### src/rtl/pmem_arbiter_pkg.sv
// Shared types for the LC-3b physical-memory arbiter and its optional counter bank.
package pmem_arbiter_pkg;

   typedef logic [15:0]  lc3b_word;
   typedef logic [127:0] lc3b_line;

   typedef enum logic [1:0] {IDLE, GRANT_I, GRANT_D} pmem_arb_state_t;

   // MEM-stage address window where the arbiter counters appear.
   localparam lc3b_word    PERF_BASE = 16'hFFF6;
   localparam int unsigned PERF_NUM  = 4;

endpackage

### src/rtl/pmem_arb_perf.sv
// Saturating 16-bit counter bank with a combinational select mux.
// Only compiled when PMEM_ARB_PERF_EN is defined.
`ifdef PMEM_ARB_PERF_EN
module pmem_arb_perf
   import pmem_arbiter_pkg::*;
(
   input  logic                clk,
   input  logic                rst_n,
   input  logic                perf_clr,
   input  logic [1:0]          perf_sel,
   input  logic [PERF_NUM-1:0] inc,
   output lc3b_word            perf_data
);

   lc3b_word cnt_q [PERF_NUM];

   always_ff @(posedge clk or negedge rst_n) begin
      if (!rst_n) begin
         for (int k = 0; k < int'(PERF_NUM); k++) cnt_q[k] <= '0;
      end else begin
         for (int k = 0; k < int'(PERF_NUM); k++) begin
            if (perf_clr) begin
               cnt_q[k] <= '0;
            end else if (inc[k] && (cnt_q[k] != 16'hFFFF)) begin
               cnt_q[k] <= cnt_q[k] + 16'd1;
            end
         end
      end
   end

   assign perf_data = cnt_q[perf_sel];

endmodule
`endif

### src/rtl/pmem_arbiter.sv
// Physical-memory port arbiter between icache and dcache, dcache-favoured with bounded starvation.
// Define PMEM_ARB_PERF_EN to build the performance counter bank.
module pmem_arbiter
   import pmem_arbiter_pkg::*;
#(
   parameter int unsigned STARVE_LIMIT = 4
) (
   input  logic     clk,
   input  logic     rst_n,
   input  logic     i_read,
   input  lc3b_word i_addr,
   output lc3b_line i_rdata,
   output logic     i_resp,
   input  logic     d_read,
   input  logic     d_write,
   input  lc3b_word d_addr,
   input  lc3b_line d_wdata,
   output lc3b_line d_rdata,
   output logic     d_resp,
   output logic     pmem_read,
   output logic     pmem_write,
   output lc3b_word pmem_addr,
   output lc3b_line pmem_wdata,
   input  lc3b_line pmem_rdata,
   input  logic     pmem_resp,
   input  logic [1:0] perf_sel,
   input  logic     perf_clr,
   output lc3b_word perf_data
);

   localparam int unsigned CntW = $clog2(STARVE_LIMIT + 2);
   localparam logic [CntW-1:0] Limit = CntW'(STARVE_LIMIT);

   pmem_arb_state_t state_q;
   logic [CntW-1:0] starve_q;

   logic d_req, both_req, force_i, go_i, go_d;

   assign d_req    = d_read | d_write;
   assign both_req = i_read & d_req;
   assign force_i  = both_req && (starve_q == Limit);
   assign go_d     = (state_q == IDLE) && d_req && !force_i;
   assign go_i     = (state_q == IDLE) && i_read && (!d_req || force_i);

   always_ff @(posedge clk or negedge rst_n) begin
      if (!rst_n) begin
         state_q    <= IDLE;
         starve_q   <= '0;
         pmem_read  <= 1'b0;
         pmem_write <= 1'b0;
         pmem_addr  <= '0;
         pmem_wdata <= '0;
      end else begin
         unique case (state_q)
            IDLE: begin
               if (go_d) begin
                  state_q    <= GRANT_D;
                  pmem_addr  <= d_addr;
                  pmem_wdata <= d_wdata;
                  // A writeback wins over a fill if the dcache raises both.
                  pmem_write <= d_write;
                  pmem_read  <= !d_write;
                  if (i_read && (starve_q != Limit)) starve_q <= starve_q + 1'b1;
               end else if (go_i) begin
                  state_q    <= GRANT_I;
                  pmem_addr  <= i_addr;
                  pmem_wdata <= '0;
                  pmem_read  <= 1'b1;
                  pmem_write <= 1'b0;
                  starve_q   <= '0;
               end
            end
            GRANT_I, GRANT_D: begin
               if (pmem_resp) begin
                  state_q    <= IDLE;
                  pmem_read  <= 1'b0;
                  pmem_write <= 1'b0;
               end
            end
            default: state_q <= IDLE;
         endcase
      end
   end

   assign i_resp  = (state_q == GRANT_I) && pmem_resp;
   assign d_resp  = (state_q == GRANT_D) && pmem_resp;
   assign i_rdata = i_resp ? pmem_rdata : '0;
   assign d_rdata = d_resp ? pmem_rdata : '0;

   d_op_exclusive: assert property (@(posedge clk) disable iff (!rst_n)
      go_d |-> !(d_read && d_write));

`ifdef PMEM_ARB_PERF_EN
   pmem_arb_perf u_perf (
      .clk       (clk),
      .rst_n     (rst_n),
      .perf_clr  (perf_clr),
      .perf_sel  (perf_sel),
      .inc       ({go_i && d_req, both_req, go_d, go_i}),
      .perf_data (perf_data)
   );
`else
   logic unused_perf;
   assign unused_perf = ^{perf_sel, perf_clr};
   assign perf_data   = '0;
`endif

endmodule

### config.mk
export PLATFORM = sky130hd
export DESIGN_NAME = pmem_arbiter
export DESIGN_NICKNAME = d
export VERILOG_FILES = /design/src/rtl/pmem_arbiter_pkg.sv /design/src/rtl/pmem_arb_perf.sv /design/src/rtl/pmem_arbiter.sv
export SDC_FILE = /design/constraint.sdc
export NUM_CORES = 1
export LEC_CHECK = 0
export BUFFER_PORTS_ARGS = -buffer_cell sky130_fd_sc_hd__buf_2
export CAP_MARGIN = 20
export CORE_AREA = 2 2 277 279
export CTS_CLUSTER_SIZE = 28
export DETAILED_ROUTE_END_ITERATION = 16
export DIE_AREA = 0 0 279 281
export PLACE_DENSITY = 0.33
export SYNTH_ARGS = -nofsm -noshare
export SYNTH_HDL_FRONTEND = slang
export SYNTH_SLANG_ARGS = --single-unit
### constraint.sdc
create_clock -name clk -period 1.6 [get_ports clk]
set_clock_uncertainty 0.1 [all_clocks]
set_input_delay 0.16 -clock clk [delete_from_list [all_inputs] [get_ports clk]]
set_output_delay 0.16 -clock clk [all_outputs]
set_load 0.02 [all_outputs]
# Yosys cells after proc, flatten, opt, wreduce, memory -nomap -nowiden
# Index checks and enable logic that the tools add are counted.
[op_classes]
n_addsub = 1
eq_ne = 7
n_mux = 20
bitwise_logic = 2
n_reduce_logical = 20
[ops]
columns = ["operator", "count"]
rows = [
  ["two-way mux 128 bit", 4],
  ["two-way mux 16 bit", 2],
  ["two-way mux 3 bit", 3],
  ["logical AND 1 bit", 8],
  ["two-way mux 2 bit", 3],
  ["inequality test 3 bit, second input constant", 2],
  ["AND reduction 3 bit", 2],
  ["two-way mux 1 bit", 5],
  ["one-hot mux 1 bit (2 select lines)", 2],
  ["one-hot mux 2 bit (2 select lines)", 1],
  ["AND reduction 2 bit", 2],
  ["nonzero test 2 bit", 2],
  ["adder 3 x 1 -> 3 bit, second input constant", 1],
  ["== test 3 bit, second input constant", 1],
  ["logical NOT 1 bit", 3],
  ["== test 2 x 1 -> 1 bit, second input constant", 1],
  ["== test 2 bit, second input constant", 1],
  ["logical NOT 2 bit", 1],
  ["inequality test 2 x 1 -> 1 bit, second input constant", 1],
  ["inequality test 2 bit, second input constant", 1],
  ["OR reduction 2 bit", 1],
  ["bitwise AND 1 bit", 1],
  ["logical OR 1 bit", 1],
  ["OR 1 bit", 1],
]
[totals]
ff_bits = 151
output_inout_bits = 420

# Logic depth before layout (Yosys ltp)
[depth]
ltp_word = 8
ltp_mapped = 7
mapped_depth_nobuf = 5

# Worst setup path after synthesis
# OpenSTA, ideal clock, no wires.
[synth_path]
kind = "reg-to-reg"
from = "reg state_q[0]"
to = "reg pmem_addr[10]"
setup_ns = 0.126
t_arrival_ns = 1.412
required_ns = 1.374
slack_ns = -0.038
path_stages_with_launch = 8
path_buffers = 2
cell_sequence = "dfrtp_1 inv_1 ha_1 buf_2 o31ai_4 clkbuf_1 and2_1 a221o_1"
[synth_between]
elab_chain_len = 5
word_cells_on_any_way = 8
[synth_rtl]
columns = ["item", "line", "text"]
rows = [
  ["start, declared", "pmem_arbiter.sv:34", "pmem_arb_state_t state_q;"],
  ["start signal, assigned", "pmem_arbiter.sv:47", "state_q <= IDLE;"],
  ["start signal, assigned", "pmem_arbiter.sv:57", "state_q <= GRANT_D;"],
  ["start signal, assigned", "pmem_arbiter.sv:65", "state_q <= GRANT_I;"],
  ["logical NOT 2 bit (*)", "pmem_arbiter.sv:42, pmem_arbiter.sv:43, pmem_arbiter.sv:54", ""],
  ["logical AND 1 bit, on equally long branches (2 in series)", "pmem_arbiter.sv:43, pmem_arbiter.sv:42", ""],
  ["nonzero test 2 bit (no line)", "-", ""],
  ["AND reduction 2 bit (no line)", "-", ""],
  ["end signal, assigned", "pmem_arbiter.sv:58", "pmem_addr <= d_addr;"],
  ["end signal, assigned", "pmem_arbiter.sv:66", "pmem_addr <= i_addr;"],
  ["end, declared", "pmem_arbiter.sv:22", "output lc3b_word pmem_addr,"],
]
# Mark *: on every way between the ends. The rest lies on a longest branch, timed or not.
# A chain may end at the register's enable or synchronous reset.

# Worst setup path in the final report
[layout_path]
from = "reg state_q[1]"
to = "out d_rdata[102]"
[layout_between]
elab_chain_len = 3
[layout_rtl]
columns = ["item", "line", "text"]
rows = [
  ["== test 2 bit", "pmem_arbiter.sv:86", "assign d_resp = (state_q == GRANT_D) && pmem_resp;"],
  ["logical AND 1 bit", "pmem_arbiter.sv:86", ""],
  ["two-way mux 128 bit", "pmem_arbiter.sv:88", "assign d_rdata = d_resp ? pmem_rdata : '0;"],
  ["end, declared", "pmem_arbiter.sv:18", "output lc3b_line d_rdata,"],
]
# Every way passes these cells.

==> results.toml <==
[setup_path]
crit_top_cell = "buf_6"
path_max_fanout = 8
critPathKind = "reg2out"
path_buf_inv = 5
startpoint_type = "flip-flop"
crit_path_cell_trace = "buf_6, ha_4, buf_12, clkbuf_16, buf_8, and3_2, buf_6"
cp.required_ps = 1340
cp_top_family = "buffers and inverters"
slowest_delay_ps = 400
slowest_stage = "dfrtp_1"
end_kind = "output pin"
arrival_ps = 1920

[power]
p_switching_mw = 12.2
intPower_mw = 16.0
seqPwrFrac_pct = 23.6
p_total_mw = 28.3
switching_share_pct = 43.3
p_clk_share_pct = 15.1
power_frac_comb_pct = 61.3
total_leakage_power_nw = 9.04
p_per_area_mw_per_mm2 = 1620
vdd_drop_max_v = 0.000803

[route]
drt_first_pass_iters = 4
drt_iter0_drc = 359
ant_nets = 0
drt_wl_total_um = 50900
wire_per_inst_um = 19.6
route.vias.total = 9790
drc = 0
vias_per_cell = 3.76

[global_routing]
gr-usage-all-layers_pct = 11.8
use_met2_pct = 22.0
grt.busiest_layer = "met2"
grt_antenna_before_repair = 29
grt_pass1_vias = 9888
use_met1_pct = 12.7
gr-usage-met3_pct = 3.00
grt_overflow = 0
grt_pass1_wl_um = 67600
grt_max_degree = 54

[synthesis]
syn-cell-area_mm2 = 0.00767
synthArstFlopShare_pct = 100
syn_avg_cell_area_um2 = 10.8
yosysTopAreaCell = "dfrtp_1"
synth.most_common_cell = "and3_1"
synth_common_cells = "and3_1, dfrtp_1, a22o_1, clkbuf_1, buf_4"
synthTopCellsByArea = "dfrtp_1, and3_1, a22o_1, buf_4, clkbuf_1"
ys_warn_count = 0
synth-edff-count = 0
synth_top_flop_cell = "dfrtp_1"
ys_seq_area_share_pct = 49.3
ys_types = 27
netlist_instances = 710
synth_top_area_share_pct = 49.3
ys_seq_elements = 151

[sta]
final-setup-viol-count = 408
tns_ps = -162980
fmax_mhz = 459
rsz0062_at_grt = "true"
final_max_slew_viol_count = 0
post-route-period-util_pct = 136
fin_crit_ps = 2180
layout_setup_ws_ps = -578
hold_viol = 0

[place]
placedInstanceArea_mm2 = 0.0129
dpl.hpwl_um = 38100
place_congestion = 0.788
pre_cts_ws_ps = -172
port_buffers = 697

[cts]
clk_latency_ps = 460
clock_path_buffers = 2
cts_buffers = 17
clkTransAtPathRegs_ps = 80
clkSinkCount = 151
cts_root_buffer = "clkbuf_16"
cts_max_level = 4
tritoncts = "built"

[die]
die_w_um = 279
die_area_mm2 = 0.0784
std_cell_rows = 101
die_h_um = 281
io_pins = 717
core_area_mm2 = 0.0754
initial_core_util_pct = 10.2

[layout]
syn2layout_area_growth_pct = 127
num-nets-final = 1907
fillers = 8174
regArea_mm2 = 0.00378
utilization_pct = 23.1
drive_gt1_share_pct = 61.9
multi_input_area_mm2 = 0.00392
design_area_mm2 = 0.0174

[status]
violations = "negative setup slack"
outcome = "complete, but fails checks"

[run]
maxCapViolCount = 0

[hold_path]
hold_path.class = "in2async"
power groups by stage:
stage	clock [mW]	combinational (mW)	sequential (mW)
2_1_floorplan	0	5.94	8.72
4_1_cts	4.49	15.3	6.66
3_5_place_dp	0	13.9	6.62
6_report	4.26	17.3	6.68
5_1_grt	4.61	18.4	6.90
3_3_place_gp	0	13.9	6.72
through the flow:
| stage | hold WS [ps] | instances |
|---|---|---|
| 2_1_floorplan | -236 | 725 |
| 3_3_place_gp | -16.1 | 2370 |
| 6_report | 47.9 | 2604 |
| 5_1_grt | 49.0 | 2601 |
| 4_1_cts | 21.9 | 2574 |
| 3_5_place_dp | -8.17 | 2370 |
sequential cells by signal (all words and copies together) (netlist names):
register and cells:
pmem_read 1, starve_q 3, pmem_write 1, pmem_addr 16, pmem_wdata 128, state_q 2
final cells by class:
type	instances	share of cell area (%)
Antenna cell	8	0.115
Clock buffer	18	2.47
Clock inverter	14	0.913
Inverter	5	0.108
Multi-Input combinational cell	462	22.5
Sequential cell	151	21.7
Tap cell	978	7.03
Timing Repair Buffer	968	45.1
worst paths after layout:
kind	depth (start not counted)	end	start	slack, ps
hold reg to reg	1	pmem_wdata[14]	pmem_wdata[14]	390
hold / removal	2	pmem_wdata[94]	rst_n	50
max in group asynchronous	3	pmem_wdata[70]	rst_n	690
min in group clk	3	starve_q[0]	i_read	90
setup reg to reg	9	pmem_addr[15]	state_q[1]	-260
setup / recovery	7	d_rdata[102]	state_q[1]	-580
routing by layer:
metal	wire length (um)	vias up
met4	1680	2
li1	-	4434
met3	2870	95
met1	19500	4766
met2	26900	493
met5	9	-
placed cells by master (no fill, tap or decap), types with 8 or more instances in the layout:
master,count
buf_2,496
buf_6,175
dlygate4sd3_1,162
dfrtp_1,151
a22o_1,130
and3_1,104
and3_4,98
buf_4,80
and3_2,55
clkbuf_16,30
buf_12,29
and2_1,18
a221o_1,16
conb_1,16
diode_2,8
logic make-up (layout without fill, tap and decap cells):
| family | after synthesis | in the layout | share of synthesized area, % |
|---|---|---|---|
| AO/OA/AOI/OAI | 155 | 155 | 18.1 |
| XOR/XNOR | 1 | 1 | 0.114 |
| adder cells (fa/ha/maj) | 5 | 5 | 0.816 |
| buffers and inverters | 112 | 1005 | 8.45 |
| flip-flops | 151 | 151 | 49.3 |
| other | 1 | 24 | 0.0489 |
| AND/OR/NAND/NOR | 285 | 285 | 23.2 |
timing repair:
item                                    4_1_cts  5_1_grt
cloned                                        6       14
endpoints found under the hold margin       297        0
endpoints found under the setup margin      407      409
resized for setup                           231      284
setup buffers                                 4       10
pin swaps                                     3       16
hold buffers                                162        0
(Power assumes the default switching activity.)
